$ cat config.mk
export PLATFORM = sky130hd
export DESIGN_NAME = frame_pixel_streamer
export DESIGN_NICKNAME = d
export VERILOG_FILES = /design/src/rtl/pixel_pkg.sv /design/src/rtl/pixel_beat_fifo.sv /design/src/rtl/frame_pixel_streamer.sv
export SDC_FILE = /design/constraint.sdc
export NUM_CORES = 1
export LEC_CHECK = 0
export BUFFER_PORTS_ARGS = -buffer_cell sky130_fd_sc_hd__buf_2
export CAP_MARGIN = 0
export CORE_MARGIN = 2
export CORE_UTILIZATION = 56
export CTS_BUF_LIST = sky130_fd_sc_hd__clkbuf_8 sky130_fd_sc_hd__clkbuf_16
export DETAILED_ROUTE_END_ITERATION = 7
export GPL_TIMING_DRIVEN = 0
export PLACE_DENSITY = 0.87
export SLEW_MARGIN = 5
export SYNTH_ARGS = -nofsm -noshare
export SYNTH_HDL_FRONTEND = slang
export SYNTH_SLANG_ARGS = --single-unit
$ cat constraint.sdc
create_clock -name bit_clk -period 2.6 [get_ports bit_clk]
set_input_delay 0.13 -clock bit_clk [delete_from_list [all_inputs] [get_ports bit_clk]]
set_output_delay 0.13 -clock bit_clk [all_outputs]
set_load 0.005 [all_outputs]
$ cat src/rtl/pixel_pkg.sv
// Shared constants, FSM encoding and stream beat layout for the frame pixel streamer.
package pixel_pkg;

  localparam int WIDTH      = 28;
  localparam int HEIGHT     = 28;
  localparam int NUM_PIXELS = WIDTH * HEIGHT;
  localparam int ADDR_W     = 10;
  localparam int ROW_W      = 5;
  localparam int COL_W      = 5;

  localparam logic [ADDR_W-1:0] LAST_ADDR = ADDR_W'(NUM_PIXELS - 1);
  localparam logic [COL_W-1:0]  LAST_COL  = COL_W'(WIDTH - 1);

  typedef enum logic [1:0] {
    ST_IDLE  = 2'd0,
    ST_READ  = 2'd1,
    ST_DRAIN = 2'd2
  } state_t;

  typedef struct packed {
    logic [7:0]       data;
    logic [ROW_W-1:0] row;
    logic [COL_W-1:0] col;
    logic             first;
    logic             last;
  } beat_t;

endpackage

$ cat src/rtl/pixel_beat_fifo.sv
// Small synchronous first-word-fall-through FIFO of stream beats; the head is
// visible whenever the FIFO holds data, and push/pop may coincide even when full.
module pixel_beat_fifo
  import pixel_pkg::*;
#(
  parameter  int FIFO_DEPTH = 2,
  localparam int CNT_W      = $clog2(FIFO_DEPTH + 1)
) (
  input  logic             clk,
  input  logic             rst,
  input  logic             i_push,
  input  beat_t            i_beat,
  input  logic             i_pop,
  output logic             o_valid,
  output beat_t            o_beat,
  output logic [CNT_W-1:0] o_count
);

  localparam int PTR_W = (FIFO_DEPTH > 1) ? $clog2(FIFO_DEPTH) : 1;

  beat_t            r_mem [FIFO_DEPTH];
  logic [PTR_W-1:0] r_rd_ptr;
  logic [PTR_W-1:0] r_wr_ptr;
  logic [CNT_W-1:0] r_count;

  function automatic logic [PTR_W-1:0] ptr_next(input logic [PTR_W-1:0] ptr);
    return (ptr == PTR_W'(FIFO_DEPTH - 1)) ? '0 : ptr + PTR_W'(1);
  endfunction

  // NOTE: the storage array is deliberately not reset; the head output is
  // forced to zero while empty, so stale entries are never observable.
  always_ff @(posedge clk) begin
    if (i_push) r_mem[r_wr_ptr] <= i_beat;
  end

  // NOTE: all sequential state uses non-blocking assignments so every
  // register samples pre-edge values regardless of statement order.
  always_ff @(posedge clk) begin
    if (rst) begin
      r_rd_ptr <= '0;
      r_wr_ptr <= '0;
      r_count  <= '0;
    end else begin
      if (i_push) r_wr_ptr <= ptr_next(r_wr_ptr);
      if (i_pop)  r_rd_ptr <= ptr_next(r_rd_ptr);
      case ({i_push, i_pop})
        2'b10:   r_count <= r_count + CNT_W'(1);
        2'b01:   r_count <= r_count - CNT_W'(1);
        default: r_count <= r_count;
      endcase
    end
  end

  assign o_valid = (r_count != '0);
  assign o_beat  = o_valid ? r_mem[r_rd_ptr] : '0;
  assign o_count = r_count;

endmodule

$ cat src/rtl/frame_pixel_streamer.sv
// Reads a stored frame in raster order from the frame buffer's synchronous read
// port and presents it as a valid/ready pixel stream with coordinates and markers.
module frame_pixel_streamer
  import pixel_pkg::*;
#(
  parameter int FIFO_DEPTH = 2
) (
  input  logic              bit_clk,
  input  logic              rst,
  input  logic              frame_done,
  output logic              rd_en,
  output logic [ADDR_W-1:0] rd_addr,
  input  logic [7:0]        rd_data,
  output logic              px_valid,
  input  logic              px_ready,
  output logic [7:0]        px_data,
  output logic [ROW_W-1:0]  px_row,
  output logic [COL_W-1:0]  px_col,
  output logic              px_first,
  output logic              px_last,
  output logic              busy,
  output logic              frame_consumed,
  output logic              overrun
);

  localparam int CNT_W = $clog2(FIFO_DEPTH + 1);

  state_t            r_state;
  logic [ADDR_W-1:0] r_rd_addr;
  logic [ROW_W-1:0]  r_iss_row;
  logic [COL_W-1:0]  r_iss_col;
  logic              r_inflight;
  logic [ROW_W-1:0]  r_fl_row;
  logic [COL_W-1:0]  r_fl_col;
  logic              r_fl_first;
  logic              r_fl_last;
  logic              r_busy;
  logic              r_frame_consumed;
  logic              r_overrun;

  logic              w_pop;
  logic              w_issue;
  logic              w_fifo_valid;
  beat_t             w_head;
  beat_t             w_push_beat;
  logic [CNT_W-1:0]  w_fifo_count;

  assign w_pop = w_fifo_valid && px_ready;

  // A read is issued only if its data is guaranteed a FIFO slot when it
  // returns next cycle, counting the read already in flight and this cycle's pop.
  // NOTE: every always_comb output is fully assigned on all paths, so no
  // latch can be inferred.
  always_comb begin
    w_issue = (r_state == ST_READ) && !rst &&
              (int'(w_fifo_count) + int'(r_inflight) < FIFO_DEPTH + int'(w_pop));
  end

  always_comb begin
    w_push_beat = '{data: rd_data, row: r_fl_row, col: r_fl_col,
                    first: r_fl_first, last: r_fl_last};
  end

  always_ff @(posedge bit_clk) begin
    if (rst) begin
      r_state          <= ST_IDLE;
      r_rd_addr        <= '0;
      r_iss_row        <= '0;
      r_iss_col        <= '0;
      r_inflight       <= 1'b0;
      r_fl_row         <= '0;
      r_fl_col         <= '0;
      r_fl_first       <= 1'b0;
      r_fl_last        <= 1'b0;
      r_busy           <= 1'b0;
      r_frame_consumed <= 1'b0;
      r_overrun        <= 1'b0;
    end else begin
      r_frame_consumed <= 1'b0;
      r_inflight       <= w_issue;

      // The consumed cycle still counts as busy for incoming frame_done pulses.
      if (frame_done && (r_state != ST_IDLE || r_frame_consumed)) r_overrun <= 1'b1;

      if (w_issue) begin
        r_fl_row   <= r_iss_row;
        r_fl_col   <= r_iss_col;
        r_fl_first <= (r_rd_addr == '0);
        r_fl_last  <= (r_rd_addr == LAST_ADDR);
        if (r_rd_addr == LAST_ADDR) begin
          r_rd_addr <= '0;
          r_iss_row <= '0;
          r_iss_col <= '0;
        end else begin
          r_rd_addr <= r_rd_addr + ADDR_W'(1);
          if (r_iss_col == LAST_COL) begin
            r_iss_col <= '0;
            r_iss_row <= r_iss_row + ROW_W'(1);
          end else begin
            r_iss_col <= r_iss_col + COL_W'(1);
          end
        end
      end

      case (r_state)
        ST_IDLE: begin
          if (frame_done && !r_frame_consumed) begin
            r_state <= ST_READ;
            r_busy  <= 1'b1;
          end
        end
        ST_READ: begin
          if (w_issue && r_rd_addr == LAST_ADDR) r_state <= ST_DRAIN;
        end
        ST_DRAIN: begin
          if (w_pop && w_head.last) begin
            r_state          <= ST_IDLE;
            r_busy           <= 1'b0;
            r_frame_consumed <= 1'b1;
          end
        end
        default: r_state <= ST_IDLE;
      endcase
    end
  end

  pixel_beat_fifo #(.FIFO_DEPTH(FIFO_DEPTH)) u_fifo (
    .clk     (bit_clk),
    .rst     (rst),
    .i_push  (r_inflight),
    .i_beat  (w_push_beat),
    .i_pop   (w_pop),
    .o_valid (w_fifo_valid),
    .o_beat  (w_head),
    .o_count (w_fifo_count)
  );

  assign rd_en          = w_issue;
  assign rd_addr        = r_rd_addr;
  assign px_valid       = w_fifo_valid;
  assign px_data        = w_head.data;
  assign px_row         = w_head.row;
  assign px_col         = w_head.col;
  assign px_first       = w_head.first;
  assign px_last        = w_head.last;
  assign busy           = r_busy;
  assign frame_consumed = r_frame_consumed;
  assign overrun        = r_overrun;

endmodule

# --- Yosys cells after proc, flatten, opt, wreduce, memory -nomap -nowiden ---
# Memories as Yosys holds them, arrays and structs flattened. A register that Yosys moved wholly into a read port is not among the register bits.
# Index checks and enable logic that the tools add are counted.
op_classes:
  n_reduce_logical: 21
  magnitude_cmp: 1
  n_bitwise: 1
  addsub: 9
  mux: 21
  eq_ne: 9
op_table:
  columns: ["cell", "n"]
  rows:
  - ["2-to-1 mux 20 bit", 1]
  - ["2-to-1 mux 5 bit", 4]
  - ["adder 10 x 1 -> 10 bit, second input constant", 1]
  - ["adder 5 x 1 -> 5 bit, second input constant", 2]
  - ["== test 10 bit, second input constant", 1]
  - ["logical NOT 10 bit", 1]
  - ["2-to-1 mux 10 bit", 1]
  - ["nonzero test 2 bit", 5]
  - ["2-to-1 mux 1 bit", 9]
  - ["logical AND 1 bit", 7]
  - ["2-to-1 mux 2 bit", 3]
  - ["one-hot mux 2 bit (3 select lines)", 1]
  - ["AND reduction 3 bit", 2]
  - ["== test 5 bit, second input constant", 1]
  - ["== test 2 x 1 -> 1 bit, second input constant", 2]
  - ["== test 2 bit, second input constant", 2]
  - ["inequality test 2 bit, second input constant", 2]
  - ["one-hot mux 2 bit (2 select lines)", 1]
  - ["adder 2 x 1 -> 3 bit", 1]
  - ["adder 2 x 1 -> 3 bit, first input constant", 1]
  - ["less-than comparator 3 bit", 1]
  - ["adder 1 bit, second input constant", 2]
  - ["adder 2 x 1 -> 2 bit, second input constant", 1]
  - ["logical NOT 1 bit", 2]
  - ["8 further kinds", 8]
word_totals:
  inputBits: 12
  mem_count: 1
  ram_bits: 40
  out_inout_bits: 35
  regBits: 42
mem_list:
  columns: ["name", "words", "word_bits", "rd", "rd_clocked_by_memory_dff", "write_ports", "line_no", "text"]
  rows:
  - ["u_fifo.r_mem", 2, 20, 1, 1, 1, "pixel_beat_fifo.sv:21", "beat_t r_mem [FIFO_DEPTH];"]

# --- Depth between registers and ports, before layout ---
depth:
  depth_word: 8
  depth_mapped: 8

# --- Hierarchy ---
# A second synthesis with hierarchy kept.
unflattened:
  cells_unflattened: 312
  hier_area_um2: 3415.8
by_module_without_submodules:
  columns: ["mod", "seq_area_each_um2", "area_each_um2", "cells_per_inst", "instances"]
  rows:
  - ["frame_pixel_streamer", 760.7, 1721.7, 206, 1]
  - ["pixel_beat_fifo", 1301.2, 1694.1, 106, 1]

# --- Worst setup path after synthesis ---
# Ideal clock, no wire load.
synth_timing:
  path_type: "flip-flop to flip-flop"
  from: "register u_fifo.r_count[0], in the netlist u_fifo.o_count[0]"
  to: "register r_iss_row[3]"
  t_arrival_ns: 1.848
  setup_slack_ns: 0.681
  stages_incl_launch_ff: 7
  period_less_slack_ns: 1.919
  setup_time_ns: 0.070
  required_time_ns: 2.530
  cell_sequence: "dfxtp_1 -> ha_1 -> ha_1 -> nor4b_4 -> nand3_2 -> or4_1 -> a21oi_1"
synth_between:
  elab_chain_len: 6
synth_rtl:
  columns: ["element", "line_no", "text"]
  rows:
  - ["start, declared", "pixel_beat_fifo.sv:24", "logic [CNT_W-1:0] r_count;"]
  - ["start signal, assigned", "pixel_beat_fifo.sv:47", "2'b10: r_count <= r_count + CNT_W'(1);"]
  - ["start signal, assigned", "pixel_beat_fifo.sv:48", "2'b01: r_count <= r_count - CNT_W'(1);"]
  - ["start signal, assigned", "pixel_beat_fifo.sv:49", "default: r_count <= r_count;"]
  - ["nonzero test 2 bit", "pixel_beat_fifo.sv:54", "assign o_valid = (r_count != '0);"]
  - ["logical AND 1 bit", "frame_pixel_streamer.sv:48", "assign w_pop = w_fifo_valid && px_ready;"]
  - ["adder 2 x 1 -> 3 bit", "frame_pixel_streamer.sv:56", "(int'(w_fifo_count) + int'(r_inflight) < FIFO_DEPTH + int'(w_pop));"]
  - ["less-than comparator 3 bit (*)", "frame_pixel_streamer.sv:56", null]
  - ["logical AND 1 bit (*)", "frame_pixel_streamer.sv:55", "w_issue = (r_state == ST_READ) && !rst &&"]
  - ["AND reduction 2 bit (no line) (*)", null, null]
  - ["end signal, assigned", "frame_pixel_streamer.sv:98", "r_iss_row <= r_iss_row + ROW_W'(1);"]
  - ["end, declared", "frame_pixel_streamer.sv:30", "logic [ROW_W-1:0] r_iss_row;"]
# Mark *: on every way between the ends. The rest lies on a longest branch, timed or not.
# A chain may end at the register's enable or synchronous reset.

# --- Final worst setup path ---
layout_timing:
  from: "register u_fifo.r_count[0], in the netlist u_fifo.o_count[0]"
  to: "output port rd_en"
layout_between:
  elab_chain_len: 5
layout_rtl:
  columns: ["element", "line_no", "text"]
  rows:
  - ["nonzero test 2 bit", "pixel_beat_fifo.sv:54", null]
  - ["logical AND 1 bit", "frame_pixel_streamer.sv:48", null]
  - ["adder 2 x 1 -> 3 bit", "frame_pixel_streamer.sv:56", null]
  - ["less-than comparator 3 bit (*)", "frame_pixel_streamer.sv:56", null]
  - ["logical AND 1 bit (*)", "frame_pixel_streamer.sv:55", null]
  - ["end, declared", "frame_pixel_streamer.sv:11", "output logic rd_en,"]
# Marks and branches as above.

==> results.md <==
* Largest cells by area after synthesis: edfxtp_1, dfxtp_1, mux2i_1, nor2_1, a21oi_1
* Yosys cell types at 37
* Design Power at 2.935 mW
* Final worst slack at 0.2349 ns
* Top-count cell post-synth: nor2_1
* Worst EP arrival at 2.24 ns
* Filler cell count at 423
* Post_cts resized at 0
* Post-layout nets at 391
* Final worst path period share at 90.96%
* Static Leak at 1.529 nW
* Multi-input logic area at 1202 um2
* Initial Util at 57.42%
* Area Growth Syn to Fin at 19.55%
* Final Critical Period at 2.365 ns
* Root buf cell: clkbuf_8
* Max Clk Rate at 0.4228 GHz
* Total number of yosys warnings at 0
* Post-Place Cells at 426
* Synth Register Bits at 83
* Mapped Avg Cell Area at 11.01 um2
* DR pass1 iterations at 4
* Largest net degree at the start of global routing at 21
* Die height at 81.46 um
* EDFF count, synth at 40
* Layout cells sized above 1 at 19.89%
* Finished Core Util at 68.65%
* Cells after Synth at 305
* Clk network pwr share at 34.4%
* Int Pwr at 2.169 mW
* CTS Buf Count at 9
* GRT Total Usage at 20.28%
* CP required at 2.47 ns
* Synth cell count leaders: nor2_1, dfxtp_1, edfxtp_1
* H-tree depth at 3
* Grt ovf at 0
* Final Max Tran Viols at 0
* CTS tree: done
* IO Port Bufs at 45
* Mapped Area at 3359 um2
* Post-synth top area cell: edfxtp_1
* Seq/Total Area, Yosys at 61.38%
* Diode count at 0
* Worst Hold Class: input port to flop
* Final HPWL DP at 4181 um
* DRT Wirelength at 6178 um
* Pre-CTS WS at 0.3088 ns
* WHS at 0.04806 ns
* Clock Path Buffers at 2
* FFs w/ async S/R, synth at 0%
* Maxcap violations at 0
* Site Rows at 28
* Clock Sinks at 83
* First-pass GRT wire length at 10140 um
* Power density over the cells at 730.7 nW/um2
* Status: completed
* Placed inst area at 3696 um2
* Comb pwr share at 16.2%
* Area share of the largest cell type after synthesis at 35.75%
* DR iter-0 viols at 104
* Worst-Margin Slew at 0.8646 ns
* Vias in the first global route at 2339
* Worst-path clk slew at 0.08 ns
* P_sw at 0.7655 mW
* CP startpoint kind: flop
* Final setup violation count at 0
* Hold Vio Cnt, Final at 0
* CP max FO at 10
* Vias/cell at 5.343
* Placer Congestion at 0.8716
* Later-pin clock latency in the skew report at 0.35 ns
* Routed len/inst at 13.67 um
* Core area at 5851 um2
* Post-route cell area at 4016 um2
* Antenna-violating nets left at 0
* RSZ-0062 raised after global routing: false
* Final cell count without fillers at 452
* Relative slew slack at 42.36%
* Seq pwr share at 49.4%
* Die ar. at 6635 um2
* Initial antenna violation count at 0
* Sw Ratio at 26.09%
* DRC Markers at 0
* Die Span X at 81.46 um
* VDD IR max at 431.0 uV
* Vias at 2415
* Ports at 47
* Setup_tns at 0 ns
* Worst setup EP type: output port
* Crit Path Class: flop to output port
* Final Skew at 0.007131 ns
* Post-synth top flop: dfxtp_1
* Synth Net Count at 324
* Storage element area at 2062 um2
-- registers in the layout (all words and copies together) (netlist names), 2 cells and up, named ones only --
register and count:
r_fl_col 5, r_fl_row 5, r_iss_col 5, r_iss_row 5
r_state 2, rd_addr 10, u_fifo.o_count 2, u_fifo.r_mem 40
-- cells in the final DEF (no fill, tap or decap), drive strengths merged, types with 9 or more instances in the layout --
master        n
buf          54
nor2         45
dfxtp        43
edfxtp       40
nand2        35
a21oi        27
mux2i        20
clkbuf       16
o21ai        11
xor2         10
inv          10
nand4         9
dlygate4sd3   9
-- per-layer routing --
layer / global-route usage [%] / share of wire [%] / vias to the layer above
met4: 9.153 / 1.3 / 0
li1: - / - / 1211
met1: 23.34 / 43 / 1134
met5: 0 / 0 / -
met3: 5.934 / 4.9 / 8
met2: 34.92 / 51 / 62
-- path summary, 6_finish.rpt --
path                      from                   to  slack [ns]  cells after the start
min reg2reg        r_fl_row[3]  u_fifo.r_mem[1][10]        0.46                      0
max reg2reg  u_fifo.o_count[0]         r_iss_col[4]        0.46                      7
min                 frame_done              overrun        0.05                      3
max          u_fifo.o_count[0]                rd_en        0.23                      7
-- layout make-up --
class                           count  area share, %
Timing Repair Buffer               56          8.411
Sequential cell                    83          51.34
Clock inverter                      7          2.461
Multi-Input combinational cell    200          29.94
Clock buffer                        9          3.084
Buffer                             14          1.682
Inverter                            8         0.7477
Tap cell                           75          2.336
-- cells by family after synthesis --
kind of cell	Yosys count	share of synthesized area [%]
AND/OR/NAND/NOR	118	17.09
flip-flops	83	61.38
AO/OA/AOI/OAI	42	6.667
adder cells (fa/ha/maj)	7	2.607
XOR/XNOR	13	3.389
multiplexers	20	5.959
buffers and inverters	22	2.905
-- repair_timing --
action,CTS,global route
setup endpoints to repair,1,0
buffers inserted,1,0
hold endpoints to repair,18,0
hold buffers,9,0
-- power groups by stage --
stage	Sequential [mW]	Clock, mW	Combinational [mW]
final	1.45	1.01	0.474
after global routing	1.46	1.09	0.533
after CTS	1.45	1.03	0.477
after detailed placement	1.48	0	0.462
after global placement	1.48	0	0.448
after floorplan	1.47	0	0.297
-- worst max-delay path: stages, from the launching register on --
cell and delay, ns:
dfxtp_1 0.38, ha_1 0.21, ha_1 0.21, nor4b_4 0.27, nand2_1 0.21, inv_2 0.19
buf_2 0.26, buf_2 0.15
Note: power is estimated with default switching activity, not from simulation.
